File: src/rtl/branch_resolve_sequencer_if.sv
// rtl/branch_resolve_sequencer_if.sv - ID/MEM/predictor signal bundle for the branch resolve sequencer
interface branch_resolve_sequencer_if #(
  parameter int TABLE_BITS = 1,
  parameter int CNT_WIDTH  = 16
);
  logic                  dec_valid;
  logic [TABLE_BITS-1:0] dec_index;
  logic                  dec_pred;
  logic [31:0]           dec_pc;
  logic [31:0]           dec_target;
  logic                  res_valid;
  logic                  res_taken;
  logic                  full;
  logic                  empty;
  logic                  upd_valid;
  logic [TABLE_BITS-1:0] upd_index;
  logic                  upd_taken;
  logic                  flush;
  logic [31:0]           redirect_pc;
  logic [CNT_WIDTH-1:0]  br_count;
  logic [CNT_WIDTH-1:0]  mp_count;
  logic                  underflow;

  modport master (
    output dec_valid, dec_index, dec_pred, dec_pc, dec_target, res_valid, res_taken,
    input  full, empty, upd_valid, upd_index, upd_taken, flush, redirect_pc,
    input  br_count, mp_count, underflow
  );

  modport slave (
    input  dec_valid, dec_index, dec_pred, dec_pc, dec_target, res_valid, res_taken,
    output full, empty, upd_valid, upd_index, upd_taken, flush, redirect_pc,
    output br_count, mp_count, underflow
  );
endinterface

File: src/rtl/branch_resolve_sequencer.sv
// rtl/branch_resolve_sequencer.sv - in-order branch queue driving predictor training and mispredict flush
module branch_resolve_sequencer #(
  parameter int TABLE_BITS = 1,
  parameter int DEPTH_BITS = 2,
  parameter int CNT_WIDTH  = 16
) (
  input  logic                         clk,
  input  logic                         rst_n,
  branch_resolve_sequencer_if.slave    bus
);
  localparam int DEPTH = 1 << DEPTH_BITS;
  localparam logic [DEPTH_BITS:0] FULL_CNT = (DEPTH_BITS + 1)'(DEPTH);

  logic [TABLE_BITS-1:0] idx_mem [DEPTH];
  logic                  pred_mem [DEPTH];
  logic [31:0]           pc_mem [DEPTH];
  logic [31:0]           tgt_mem [DEPTH];

  logic [DEPTH_BITS-1:0] wr_ptr_q, wr_ptr_d, rd_ptr_q, rd_ptr_d;
  logic [DEPTH_BITS:0]   count_q, count_d;
  logic                  upd_valid_q, upd_valid_d, upd_taken_q, upd_taken_d;
  logic [TABLE_BITS-1:0] upd_index_q, upd_index_d;
  logic                  flush_q, flush_d, underflow_q, underflow_d;
  logic [31:0]           redirect_pc_q, redirect_pc_d;
  logic [CNT_WIDTH-1:0]  br_count_q, br_count_d, mp_count_q, mp_count_d;

  logic pop, push, mispredict;
  logic [TABLE_BITS-1:0] head_index;
  logic                  head_pred;
  logic [31:0]           head_pc, head_target;

  assign head_index  = idx_mem[rd_ptr_q];
  assign head_pred   = pred_mem[rd_ptr_q];
  assign head_pc     = pc_mem[rd_ptr_q];
  assign head_target = tgt_mem[rd_ptr_q];

  assign pop        = bus.res_valid && (count_q != '0);
  assign mispredict = pop && (head_pred != bus.res_taken);
  // Anything decoded alongside a mispredict is younger than it, hence wrong-path.
  assign push       = bus.dec_valid && ((count_q != FULL_CNT) || pop) && !mispredict;

  always_comb begin
    wr_ptr_d      = wr_ptr_q;
    rd_ptr_d      = rd_ptr_q;
    count_d       = count_q;
    upd_valid_d   = pop;
    upd_index_d   = upd_index_q;
    upd_taken_d   = upd_taken_q;
    flush_d       = mispredict;
    redirect_pc_d = redirect_pc_q;
    underflow_d   = underflow_q | (bus.res_valid && (count_q == '0));
    br_count_d    = br_count_q;
    mp_count_d    = mp_count_q;

    if (pop) begin
      upd_index_d = head_index;
      upd_taken_d = bus.res_taken;
      if (br_count_q != '1) br_count_d = br_count_q + CNT_WIDTH'(1);
    end

    if (mispredict) begin
      wr_ptr_d      = '0;
      rd_ptr_d      = '0;
      count_d       = '0;
      redirect_pc_d = bus.res_taken ? head_target : head_pc + 32'd4;
      if (mp_count_q != '1) mp_count_d = mp_count_q + CNT_WIDTH'(1);
    end else begin
      if (push) wr_ptr_d = wr_ptr_q + DEPTH_BITS'(1);
      if (pop)  rd_ptr_d = rd_ptr_q + DEPTH_BITS'(1);
      if (push && !pop)      count_d = count_q + (DEPTH_BITS + 1)'(1);
      else if (pop && !push) count_d = count_q - (DEPTH_BITS + 1)'(1);
    end
  end

  always_ff @(posedge clk) begin
    if (push) begin
      idx_mem[wr_ptr_q]  <= bus.dec_index;
      pred_mem[wr_ptr_q] <= bus.dec_pred;
      pc_mem[wr_ptr_q]   <= bus.dec_pc;
      tgt_mem[wr_ptr_q]  <= bus.dec_target;
    end
  end

  always_ff @(posedge clk or negedge rst_n) begin
    if (!rst_n) begin
      wr_ptr_q      <= '0;
      rd_ptr_q      <= '0;
      count_q       <= '0;
      upd_valid_q   <= 1'b0;
      upd_index_q   <= '0;
      upd_taken_q   <= 1'b0;
      flush_q       <= 1'b0;
      redirect_pc_q <= '0;
      underflow_q   <= 1'b0;
      br_count_q    <= '0;
      mp_count_q    <= '0;
    end else begin
      wr_ptr_q      <= wr_ptr_d;
      rd_ptr_q      <= rd_ptr_d;
      count_q       <= count_d;
      upd_valid_q   <= upd_valid_d;
      upd_index_q   <= upd_index_d;
      upd_taken_q   <= upd_taken_d;
      flush_q       <= flush_d;
      redirect_pc_q <= redirect_pc_d;
      underflow_q   <= underflow_d;
      br_count_q    <= br_count_d;
      mp_count_q    <= mp_count_d;
    end
  end

  assign bus.full        = (count_q == FULL_CNT);
  assign bus.empty       = (count_q == '0);
  assign bus.upd_valid   = upd_valid_q;
  assign bus.upd_index   = upd_index_q;
  assign bus.upd_taken   = upd_taken_q;
  assign bus.flush       = flush_q;
  assign bus.redirect_pc = redirect_pc_q;
  assign bus.br_count    = br_count_q;
  assign bus.mp_count    = mp_count_q;
  assign bus.underflow   = underflow_q;
endmodule

File: src/flat_wrapper.sv
// flat-port wrapper written by rule: the top's interface ports become plain ports
module branch_resolve_sequencer_flat 
#(
  parameter int TABLE_BITS = 1,
  parameter int DEPTH_BITS = 2,
  parameter int CNT_WIDTH  = 16
)
  (clk, rst_n, bus_dec_valid, bus_dec_index, bus_dec_pred, bus_dec_pc, bus_dec_target, bus_res_valid, bus_res_taken, bus_full, bus_empty, bus_upd_valid, bus_upd_index, bus_upd_taken, bus_flush, bus_redirect_pc, bus_br_count, bus_mp_count, bus_underflow);
  branch_resolve_sequencer_if #(.TABLE_BITS(TABLE_BITS), .CNT_WIDTH(CNT_WIDTH)) bus_i ();
  input  logic clk;
  input  logic rst_n;
  input wire logic [$bits(bus_i.dec_valid)-1:0] bus_dec_valid;
  input wire logic [$bits(bus_i.dec_index)-1:0] bus_dec_index;
  input wire logic [$bits(bus_i.dec_pred)-1:0] bus_dec_pred;
  input wire logic [$bits(bus_i.dec_pc)-1:0] bus_dec_pc;
  input wire logic [$bits(bus_i.dec_target)-1:0] bus_dec_target;
  input wire logic [$bits(bus_i.res_valid)-1:0] bus_res_valid;
  input wire logic [$bits(bus_i.res_taken)-1:0] bus_res_taken;
  output wire logic [$bits(bus_i.full)-1:0] bus_full;
  output wire logic [$bits(bus_i.empty)-1:0] bus_empty;
  output wire logic [$bits(bus_i.upd_valid)-1:0] bus_upd_valid;
  output wire logic [$bits(bus_i.upd_index)-1:0] bus_upd_index;
  output wire logic [$bits(bus_i.upd_taken)-1:0] bus_upd_taken;
  output wire logic [$bits(bus_i.flush)-1:0] bus_flush;
  output wire logic [$bits(bus_i.redirect_pc)-1:0] bus_redirect_pc;
  output wire logic [$bits(bus_i.br_count)-1:0] bus_br_count;
  output wire logic [$bits(bus_i.mp_count)-1:0] bus_mp_count;
  output wire logic [$bits(bus_i.underflow)-1:0] bus_underflow;
  assign bus_i.dec_valid = bus_dec_valid;
  assign bus_i.dec_index = bus_dec_index;
  assign bus_i.dec_pred = bus_dec_pred;
  assign bus_i.dec_pc = bus_dec_pc;
  assign bus_i.dec_target = bus_dec_target;
  assign bus_i.res_valid = bus_res_valid;
  assign bus_i.res_taken = bus_res_taken;
  assign bus_full = bus_i.full;
  assign bus_empty = bus_i.empty;
  assign bus_upd_valid = bus_i.upd_valid;
  assign bus_upd_index = bus_i.upd_index;
  assign bus_upd_taken = bus_i.upd_taken;
  assign bus_flush = bus_i.flush;
  assign bus_redirect_pc = bus_i.redirect_pc;
  assign bus_br_count = bus_i.br_count;
  assign bus_mp_count = bus_i.mp_count;
  assign bus_underflow = bus_i.underflow;
  branch_resolve_sequencer #(.TABLE_BITS(TABLE_BITS), .DEPTH_BITS(DEPTH_BITS), .CNT_WIDTH(CNT_WIDTH)) u_core (.clk(clk), .rst_n(rst_n), .bus(bus_i));
endmodule
File: config.mk
export PLATFORM = sky130hd
export DESIGN_NAME = branch_resolve_sequencer_flat
export DESIGN_NICKNAME = d
export VERILOG_FILES = /design/src/rtl/branch_resolve_sequencer_if.sv /design/src/rtl/branch_resolve_sequencer.sv /design/src/flat_wrapper.sv
export SDC_FILE = /design/constraint.sdc
export NUM_CORES = 1
export LEC_CHECK = 0
export ABC_AREA = 1
export BUFFER_PORTS_ARGS = -buffer_cell sky130_fd_sc_hd__buf_2
export CORE_UTILIZATION = 50
export CTS_CLUSTER_SIZE = 30
export DETAILED_ROUTE_END_ITERATION = 16
export PLACE_DENSITY = 0.69
export SLEW_MARGIN = 0
export SYNTH_ARGS = -nofsm -noshare
export SYNTH_HDL_FRONTEND = slang
export SYNTH_SLANG_ARGS = --single-unit
File: constraint.sdc
create_clock -name clk -period 10.9 [get_ports clk]
set_input_delay 3.27 -clock clk [delete_from_list [all_inputs] [get_ports clk]]
set_output_delay 3.27 -clock clk [all_outputs]
set_load 0.02 [all_outputs]
==> summary.txt, run 1 <==
Run status
  – Status: finished clean

Worst setup path
  – Crit start category: input port
  – Crit path to: u_core.pc_mem[3][1]
  – Stages on worst setup path: 7
  – Crit path required time: 11.05 ns
  – CP Class: in2reg
  – Most Frequent Cell on Critical Path: nand2_1
  – Setup crit end kind: register
  – Worst path cell trace: buf_2, inv_2, xor2_1, nand2_1, nand2_1, nor2_4, buf_4
  – Critical path arrival: about 6.3 ns
  – WP buf/inv: 3
  – Worst r2r src: u_core.rd_ptr_q[0]
  – CP startpoint: bus_res_taken
  – Reg2reg setup slack: 6.20 ns
  – CP max FO: 44
  – Register-to-Register Path Depth: 9
  – Crit-path slowest cell: nor2_4
  – CP peak stage delay: ~0.90 ns
  – Reg-to-reg endpoint: u_core.pc_mem[3][1]
  – Kind of cell adding the most delay to the critical path: buffers and inverters

Worst hold path
  – Hold Crit Class: reg2reg

STA
  – Fin. max-slew vios: 0
  – Fin. Hold Viols: 0
  – Final setup viols: 0
  – Final Cycle Share: 0.568
  – Unrepaired setup endpoints after global routing: no
  – Slew headroom: 0.269
  – Clock skew: 0.0155 ns
  – Worst-Margin Slew: 1.09 ns
  – Final min period: 6.19 ns
  – Final setup TNS: 0 ns
  – Max Clock Freq: 162 MHz

Clock network
  – Worst-Skew Late Latency: 0.52 ns
  – Worst-path clk slew: 0.06 ns
  – # resized after CTS: 0
  – CTS Sinks: 340
  – CTS buffer count: 36
  – Root buffer cell: clkbuf_16
  – Setup repair bufs after CTS: 0
  – Clock Path Buffers: 3
  – CTS tree: built
  – CTS H-tree lvls: 2
  – Hold_buf cts: 0

Placed design
  – HPWL after detailed placement: 22.0 mm
  – # port buffers: 141
  – GPL Wtd Cong: 0.891

Drt
  – Vias: approximately 11k
  – Avg WL per Cell: 17.5 um
  – # DRC: 0
  – Routed Antenna Nets: 0
  – Initial DRC count: 856
  – Final wirelength: roughly 35 mm
  – Vias per cell: 5.40
  – Initial DRT Pass Iterations: 5

Logic synthesis
  – Seq/Total Area, Yosys: 0.646
  – Post-synthesis cell type count: 48
  – Asr flop ratio synth: 0.224
  – Synth Register Bits: 340
  – Number of flops mapped to enable cells by yosys: 264
  – Synth Warn #: 0
  – Top_reg_cell synth: edfxtp_1
  – Mapped Area: 15200 um2
  – Top cells by count, synth: 443 x nand2_1, 264 x edfxtp_1, 144 x nor2_1, 87 x nand3_1, 79 x inv_1
  – Top-area cell type share of the netlist area: 0.521
  – Mapped Nets: 1546
  – Top cell type by total area after synthesis: edfxtp_1
  – Synth area leaders: edfxtp_1 52%, dfrtp_1 13%, nand2_1 11%
  – Most common cell in the netlist: nand2_1
  – Syn Inst Count: around 1.5k
  – Avg Synthesized Cell Area: 10.4 um2

Finish
  – Layout area overhead: 13.1%
  – Layout cells sized above 1: 0.161
  – Layout Nets: 1672
  – ANT cells: 0
  – Filler cell count: 2515

Global route
  – Total track usage: 0.232
  – Largest net degree at the start of global routing: 90
  – Initial antenna violation count: 0
  – Number of global-route vias before repair: 10.4k
  – First-pass GRT wire length: 55.8 mm
  – Overflow after GRT: 0

Floorplan
  – Die H: 176 um
  – Rows: 63
  – Die ar.: 31100 um2
  – I/O pins: 142
  – Die X: 176 um
  – Core ar.: approximately 30000 um2
  – Initial Util: 0.510

Pwr
  – Design Power: 4700 uW
  – Pleak: 0.00700 uW
  – Max rail drop VDD: 0.000147 V
  – Power per cell area: approximately 270 nW/um2

Flow run
  – Max-cap viol count: 0
==> through the flow <==
| stage | util | worst slack, ns | instances | hold WS (ns) | instance area [um2] |
|---|---|---|---|---|---|
| after global routing | 0.577 | 4.50 | 2009 | 0.496 | 17200 |
| after CTS | 0.577 | 4.70 | 2009 | 0.491 | 17200 |
| after floorplan | - | 3.86 | 1467 | 0.456 | 15200 |
| after global placement | 0.542 | 4.21 | 1945 | 0.471 | 16100 |
| after detailed placement | 0.542 | 4.17 | 1945 | 0.474 | 16100 |
| final | 0.577 | 4.71 | 2009 | 0.487 | 17200 |
==> cell type report <==
type / instances / area (um2) / area share
clock buffer: 45 / 956 / 0.0556
clock inverter: 19 / 111 / 0.00647
inverter: 86 / 324 / 0.0188
multi-input combinational: 979 / 4720 / 0.274
sequential: 340 / 9830 / 0.572
tap: 390 / 488 / 0.0284
timing repair buffer: 150 / 776 / 0.0451
==> routing by layer <==
layer / track usage / part of all wire / vias up
li1: - / - / 5225
met1: 0.317 / 0.44 / 5196
met3: 0.0362 / 0.059 / 83
met5: 0 / 0 / -
met4: 0.0995 / 0.038 / 0
met2: 0.371 / 0.46 / 343
==> report_power, final <==
part / leakage (uW) / internal, uW / switching [uW]
sequential: 0.00334 / 1700 / 168
clock: 0.000517 / 626 / 486
combinational: 0.00314 / 509 / 1210
total: 0.00700 / 2830 / 1870
==> registers in the layout (all words and copies together), names as in the netlist, 3 cells and up <==
signal / count
u_core.tgt_mem: 128
u_core.idx_mem: 4
u_core.bus.redirect_pc: 32
u_core.pred_mem: 4
u_core.bus.mp_count: 16
u_core.bus.br_count: 16
u_core.pc_mem: 128
u_core.count_q: 3
==> cells in the final DEF, fill, tap and decap left out, types with 9 or more instances in the layout <==
cell,n
nand2_1,443
edfxtp_1,264
nor2_1,140
buf_2,140
nand3_1,87
inv_1,79
dfrtp_1,74
a21oi_1,58
o21ai_0,58
clkbuf_16,37
xor2_1,27
or2_2,20
a221oi_1,14
a21boi_1,13
o22ai_1,13
nand2_2,11
nor3_1,11
xnor2_1,11
buf_4,10
nand4_1,9
clkinv_2,9
==> how the worst min path moves through the flow <==
stage / from / endpoint / slack, ns / cells past startpoint
finish: u_core.bus.underflow / u_core.bus.underflow / 0.49 / 1
global placement: u_core.bus.underflow / u_core.bus.underflow / 0.47 / 1
floorplan: u_core.count_q[0] / u_core.count_q[0] / 0.46 / 1
global route: u_core.bus.underflow / u_core.bus.underflow / 0.50 / 1
detailed placement: u_core.bus.underflow / u_core.bus.underflow / 0.47 / 1
CTS: u_core.bus.upd_taken / u_core.bus.upd_taken / 0.49 / 2
==> logic make-up (layout without fill, tap and decap cells) <==
group	after synthesis	in the layout	synth area share
multiplexers	8	8	0.00551
AND/OR/NAND/NOR	743	743	0.203
flip-flops	340	340	0.646
adder cells (fa/ha/maj)	8	8	0.00708
XOR/XNOR	38	38	0.0219
buffers and inverters	148	300	0.0456
AO/OA/AOI/OAI	182	182	0.0706
==> worst reg2reg max path, stage by stage, from the launching register on <==
cell and delay [ns]:
dfrtp_4 0.87, clkinv_2 1.01, nand2_1 0.28, nand3_1 0.09, nand2_1 0.13, xor2_1 0.07, nand2_1 0.11, nand2_1 0.23
nor2_4 0.90, buf_4 0.64
Note: power is estimated with default switching activity, not from simulation.
==> run 2: changes to the inputs <==
Settings changed: ABC_AREA 1 to 0, PLACE_DENSITY 0.69 to 0.72.
Clock period 10.9 ns to 5.4 ns, I/O delays scaled along.
==> summary.txt, run 2 <==
Run status
  – Status: finished clean

Drt
  – Vias: 7312 (-33%)
  – Initial DRC count: 623 (-27%)
  – Routed Antenna Nets: 0 (unchanged)
  – Final wirelength: 26.9 mm (-24%)
  – Vias per cell: 5.64 (+4.5%)
  – Avg WL per Cell: 20.7 um (+18%)
  – Initial DRT Pass Iterations: 5 (unchanged)
  – # DRC: 0 (unchanged)

Worst setup path
  – CP max FO: 25 (-43%)
  – Critical path arrival: 3.88 ns (-2.46 ns)
  – CP Class: in2reg
  – CP peak stage delay: 0.62 ns (-0.28 ns)
  – Crit path required time: 5.79 ns (-5.26 ns)
  – Crit-path slowest cell: nand2b_1
  – Crit start category: input port
  – Worst path cell trace: buf_2, o31ai_1, buf_4, clkinv_1, nand2_2, inv_2, nand2b_1, o221a_2
  – Register-to-Register Path Depth: 6 (-3)
  – Setup crit end kind: register

Flow run
  – Max-cap viol count: 0 (unchanged)

Placed design
  – Pre-CTS setup slack: 1.41 ns (-2.76 ns)
  – HPWL after detailed placement: 17.5 mm (-21%)
  – # port buffers: 141 (unchanged)
  – GPL Wtd Cong: 0.765 (-14%)

Global route
  – GR met1 Demand/Resource: 0.269 (-0.0477)
  – First-pass GRT wire length: 41.7 mm (-25%)
  – Initial antenna violation count: 5 (+5)
  – Overflow after GRT: 0 (unchanged)
  – M3 GR Usage: 0.0463 (+0.0101)
  – Number of global-route vias before repair: 7407 (-29%)
  – Total track usage: 0.195 (-0.0370)
  – Grt met2 use: 0.312 (-0.0589)
  – Largest net degree at the start of global routing: 77 (-14%)
  – Layer with the highest usage: met2

Floorplan
  – Die H: 168 um (-4.9%)
  – Core ar.: 27000 um2 (-9.5%)
  – Rows: 60 (-4.8%)
  – I/O pins: 142 (unchanged)
  – Die X: 168 um (-4.9%)
  – Die ar.: 28200 um2 (-9.5%)
  – Initial Util: 0.510 (-0.000525)

Logic synthesis
  – Top_reg_cell synth: edfxtp_1
  – Synth Area in XOR/XNOR: 0.0389 (+0.0170)
  – Avg Synthesized Cell Area: 17.8 um2 (+72%)
  – Post-synthesis cell type count: 56 (+17%)
  – Largest family of logic cells by synthesized area: multiplexers
  – Synth Register Bits: 340 (unchanged)
  – Seq/Total Area, Yosys: 0.715 (+0.0690)
  – Syn Inst Count: 771 (-47%)
  – Mapped Area: 13700 um2 (-9.6%)
  – Asr flop ratio synth: 0.224 (unchanged)
  – Synth area leaders: edfxtp_1 58%, dfrtp_1 14%, mux4_2 9.7%
  – Synth Warn #: 0 (unchanged)
  – Proportion of synthesized area in mux cells: 0.119 (+0.113)
  – Number of flops mapped to enable cells by yosys: 264 (unchanged)
  – Compound-cell area share of the yosys netlist: 0.0311 (-0.0394)
  – Mapped Nets: 850 (-45%)
  – Top cells by count, synth: 264 x edfxtp_1, 76 x dfrtp_1, 59 x mux4_2, 48 x nand2_1, 40 x nor2_1
  – Adder-cell share of the synthesized area: 0.00783 (+0.000755)
  – Top cell type by total area after synthesis: edfxtp_1
  – Most common cell in the netlist: edfxtp_1
  – Simple-gate portion of the synthesized area: 0.0656 (-0.137)
  – Top-area cell type share of the netlist area: 0.577 (+0.0556)

STA
  – Clock skew: 0.0188 ns (+0.00332 ns)
  – Fin Hold WS: 0.457 ns (-0.0306 ns)
  – Unrepaired setup endpoints after global routing: no
  – Final Cycle Share: 0.646
  – Final setup viols: 0 (unchanged)
  – Slew headroom: 0.331 (+0.0626)
  – Max Clock Freq: around 290 MHz
  – Final setup TNS: 0 ns (unchanged)
  – Fin worst setup slack: 1.91 ns (-2.80 ns)
  – Final min period: between 3 and 4 ns
  – Worst-Margin Slew: 1.00 ns (-0.0913 ns)
  – Fin. max-slew vios: 0 (unchanged)
  – Fin. Hold Viols: 0 (unchanged)

Clock network
  – Clock Path Buffers: 3 (unchanged)
  – CTS Sinks: 340 (unchanged)
  – CTS buffer count: 35 (-2.8%)
  – CTS tree: built
  – Worst-path clk slew: 0.05 ns (about the same)
  – # resized after CTS: 0 (unchanged)
  – Setup repair bufs after CTS: 0 (unchanged)
  – Root buffer cell: clkbuf_16
  – Hold_buf cts: 0 (unchanged)
  – CTS H-tree lvls: 2 (unchanged)
  – Worst-Skew Late Latency: 0.51 ns (about the same)

Finish
  – Commonest non-fill, non-tap cell in the layout: edfxtp_1
  – Layout cells sized above 1: 0.301 (+0.140)
  – Layout area overhead: 15.6%
  – Filler cell count: 1981 (-21%)
  – Most frequent cells in the layout: 264 x edfxtp_1, 140 x buf_2, 74 x dfrtp_1
  – Area of all sequential standard cells: 9830 um2 (unchanged)
  – Layout Nets: 1009 (-40%)
  – Multi-input logic area: 3610 um2 (-23%)

Pwr
  – Max rail drop VDD: 0.000268 V (+82%)
  – Pleak: 0.00576 uW (-18%)
  – Power per cell area: 526 nW/um2 (+93%)

Worst hold path
  – Hold path depth: 1 (unchanged)
  – Hold Crit Class: reg2reg
-- run 2: cell count changes in the layout (fill, tap and decap cells not counted), moves of 46 or more --
cell	change
inv_1	-70
nor2_1	-100
nand3_1	-65
o21ai_0	-46
nand2_1	-395
mux4_2	+59
-- run 2: logic make-up after synthesis --
group,count (synthesis)
AND/OR/NAND/NOR,173
multiplexers,78
buffers and inverters,43
AO/OA/AOI/OAI,68
XOR/XNOR,61
adder cells (fa/ha/maj),8
flip-flops,340
-- run 2: final cells by class --
class,instances,share of cell area
multi-input cells,388,0.227
inverters,11,0.00260
diodes,1,0.000158
well taps,341,0.0269
flip-flops and latches,340,0.619
repair buffers,154,0.0547
clock inverters,15,0.00811
clock buffers,46,0.0610
-- run 2: layer usage --
layer,part of all wire,routed length (um),vias up
met3,0.058,1550,54
met2,0.48,13000,217
met4,0.019,514,10
li1,-,-,3322
met5,0.0021,57,-
met1,0.44,11800,3709
-- run 2: metrics by stage --
stage / power (uW) / instances / util / area [um2]
3_3_place_gp: 6090 / 1234 / 0.549 / 14800
3_5_place_dp: 6150 / 1234 / 0.549 / 14800
5_1_grt: 8760 / 1295 / 0.589 / 15900
6_report: 8360 / 1296 / 0.589 / 15900
2_1_floorplan: 5440 / 771 / - / 13700
4_1_cts: 8460 / 1295 / 0.589 / 15900
-- run 2: where the power goes --
part           switching [uW]  internal [uW]  leakage, uW
clock                     928           1360     0.000527
sequential                300           3420      0.00335
combinational            1390            965      0.00188
total                    2610           5750      0.00576
-- run 2: worst paths after layout --
kind                                       from                         end  slack, ns
setup reg to reg             u_core.rd_ptr_q[0]  u_core.bus.redirect_pc[15]       1.98
hold / removal             u_core.bus.underflow        u_core.bus.underflow       0.46
setup / recovery                  bus_res_valid  u_core.bus.redirect_pc[15]       1.91
min in group asynchronous                 rst_n     u_core.bus.br_count[11]       1.28
max in group asynchronous                 rst_n          u_core.rd_ptr_q[0]       3.37
hold reg to reg            u_core.bus.underflow        u_core.bus.underflow       0.46
-- run 2: critical path: cells and delay by family --
| kind | cells | cell delay [ns] |
|---|---|---|
| buffers and inverters | 4 | 0.87 |
| and+or+nand+nor | 2 | 0.84 |
| AOI/OAI and AO/OA | 2 | 0.52 |
==> run 3: changes to the inputs <==
Settings changed: PLACE_DENSITY 0.72 to 0.69.
Clock period 5.4 ns to 3.3 ns, I/O delays scaled along.
==> summary.txt, run 3 (synthesis results as in run 2) <==
Placed design
  – Dpl cells: 1244 (+0.81%)
  – GPL Wtd Cong: 0.778 (+1.7%)
  – HPWL after detailed placement: 17.8 mm (+1.9%)
  – Pre-CTS setup slack: 0.685 ns (-0.725 ns)
  – # port buffers: 141 (unchanged)

Floorplan
  – Rows: 60 (unchanged)
  – Initial Util: 0.510 (unchanged)
  – Core ar.: 27000 um2 (unchanged)
  – Die X: 168 um (unchanged)
  – Die ar.: 28200 um2 (unchanged)
  – I/O pins: 142 (unchanged)
  – Die H: 168 um (unchanged)

Drt
  – Final wirelength: 27.6 mm (+2.8%)
  – Initial DRC count: 583 (-6.4%)
  – Avg WL per Cell: 21.1 um (+1.9%)
  – Vias per cell: 5.61 (-0.61%)
  – Vias: 7329 (+0.23%)
  – Routed met3 length: 1.42 mm (-8.6%)
  – Routed wl met2: 13.2 mm (+1.4%)
  – Highest routed metal layer: met5
  – # DRC: 0 (unchanged)
  – Initial DRT Pass Iterations: 5 (unchanged)
  – Routed Antenna Nets: 0 (unchanged)
  – Metal-1 WL: 12.4 mm (+5.0%)

Run status
  – Status: finished clean

STA
  – Unrepaired setup endpoints after global routing: no
  – Final setup TNS: 0 ns (unchanged)
  – Max Clock Freq: between 300 and 400 MHz
  – Worst-Margin Slew: 1.01 ns (+0.0101 ns)
  – Fin. max-slew vios: 0 (unchanged)
  – Slew headroom: 0.325 (-0.00675)
  – Clock skew: 0.0135 ns (-0.00526 ns)
  – Final min period: 2.63 ns
  – Fin worst setup slack: 0.666 ns (-1.24 ns)
  – Fin. Hold Viols: 0 (unchanged)
  – Final setup viols: 0 (unchanged)
  – Final Cycle Share: 0.798

Global route
  – Overflow after GRT: 0 (unchanged)
  – Largest net degree at the start of global routing: 77 (unchanged)
  – Total track usage: 0.200 (+0.00508)
  – Initial antenna violation count: 2 (-3)
  – First-pass GRT wire length: 42.6 mm (+2.3%)
  – Number of global-route vias before repair: 7411 (+0.054%)

Finish
  – Most frequent cells in the layout: 264 x edfxtp_1, 140 x buf_2, 74 x dfrtp_1
  – Area of all sequential standard cells: 9830 um2 (unchanged)
  – Layout area overhead: 16.1%
  – Filler cell count: 2028 (+2.4%)
  – Multi-input logic area: 3620 um2 (+0.14%)
  – Layout cells sized above 1: 0.307 (+0.00661)
  – Post-Layout Cell Count: 1307 (+0.85%)
  – Layout Nets: 1020 (+1.1%)
  – Commonest non-fill, non-tap cell in the layout: edfxtp_1
  – ANT cells: 0 (-1)

Clock network
  – CTS Sinks: 340 (unchanged)
  – Setup repair bufs after CTS: 0 (unchanged)
  – CTS tree: built
  – Worst-Skew Late Latency: 0.51 ns (about the same)
  – Clock Path Buffers: 3 (unchanged)
  – Worst-path clk slew: 0.06 ns (about the same)
  – # resized after CTS: 0 (unchanged)
  – Hold_buf cts: 0 (unchanged)
  – CTS buffer count: 36 (+2.9%)
  – Root buffer cell: clkbuf_16
  – CTS H-tree lvls: 2 (unchanged)

Worst setup path
  – CP Class: reg2reg
  – Worst r2r src: u_core.rd_ptr_q[0]
  – Reg-to-reg endpoint: u_core.bus.redirect_pc[22]
  – Register-to-Register Path Depth: 8 (+2)
  – CP max FO: 10 (-60%)
  – Critical path arrival: 3.02 ns (-0.86 ns)
  – Reg2reg setup slack: 0.67 ns (-1.31 ns)
  – Setup crit end kind: register
  – Crit path required time: 3.69 ns (-2.10 ns)
  – Crit start category: register

Pwr
  – Design Power: 13700 uW (+64%)
  – Pleak: 0.00580 uW (+0.78%)
  – Power per cell area: 861 nW/um2 (+64%)
  – Max rail drop VDD: 0.000478 V (+79%)

Flow run
  – Max-cap viol count: 0 (unchanged)

Worst hold path
  – Hold path depth: 1 (unchanged)
  – Hold path start: u_core.bus.underflow
  – Worst Hold Endpoint: u_core.bus.underflow
  – Hold Crit Class: reg2reg
-- run 3: per-stage QoR --
stage | cell area (um2) | utilization | hold slack [ns]
CTS | 16000 | 0.592 | 0.452
floorplan | 13700 | - | 0.538
detailed placement | 14900 | 0.552 | 0.439
finish | 16000 | 0.592 | 0.452
global route | 16000 | 0.592 | 0.487
global placement | 14900 | 0.552 | 0.433
-- run 3: worst max path at each step --
stage                     slack (ns)  cells past startpoint          startpoint                    endpoint
after floorplan                 0.08                      5       bus_res_valid           u_core.idx_mem[1]
after global placement          0.73                      8  u_core.rd_ptr_q[0]  u_core.bus.redirect_pc[22]
after global routing            0.44                      8  u_core.rd_ptr_q[0]  u_core.bus.redirect_pc[12]
after detailed placement        0.68                      8  u_core.rd_ptr_q[0]  u_core.bus.redirect_pc[22]
final                           0.67                      8  u_core.rd_ptr_q[0]  u_core.bus.redirect_pc[22]
after CTS                       0.65                      8  u_core.rd_ptr_q[0]  u_core.bus.redirect_pc[12]
-- run 3: final cells by class --
| type | instances | share of cell area |
|---|---|---|
| sequential | 340 | 0.616 |
| clock buffer | 47 | 0.0604 |
| timing repair buffer | 164 | 0.0607 |
| tap | 341 | 0.0267 |
| multi-input combinational | 388 | 0.227 |
| clock inverter | 16 | 0.00635 |
| inverter | 11 | 0.00259 |
-- run 3: layer usage --
layer	vias up	track usage
li1	3342	-
met1	3732	0.284
met2	204	0.314
met3	49	0.0407
met4	2	0.0654
met5	-	0
-- run 3: report_power, final --
group          switching [uW]  total [uW]  internal (uW)
combinational            2370        4020           1640
clock                    1540        3670           2130
sequential                444        6040           5600
total                    4360       13700           9370
-- run 3: worst max-delay path: stages (launching register included) --
cell and delay [ns]:
dfrtp_4 0.57, buf_4 0.22, mux4_2 0.38, ha_1 0.20, and4_1 0.46, nand4_4 0.18, nor3_1 0.23, xnor2_1 0.17
o22ai_2 0.10
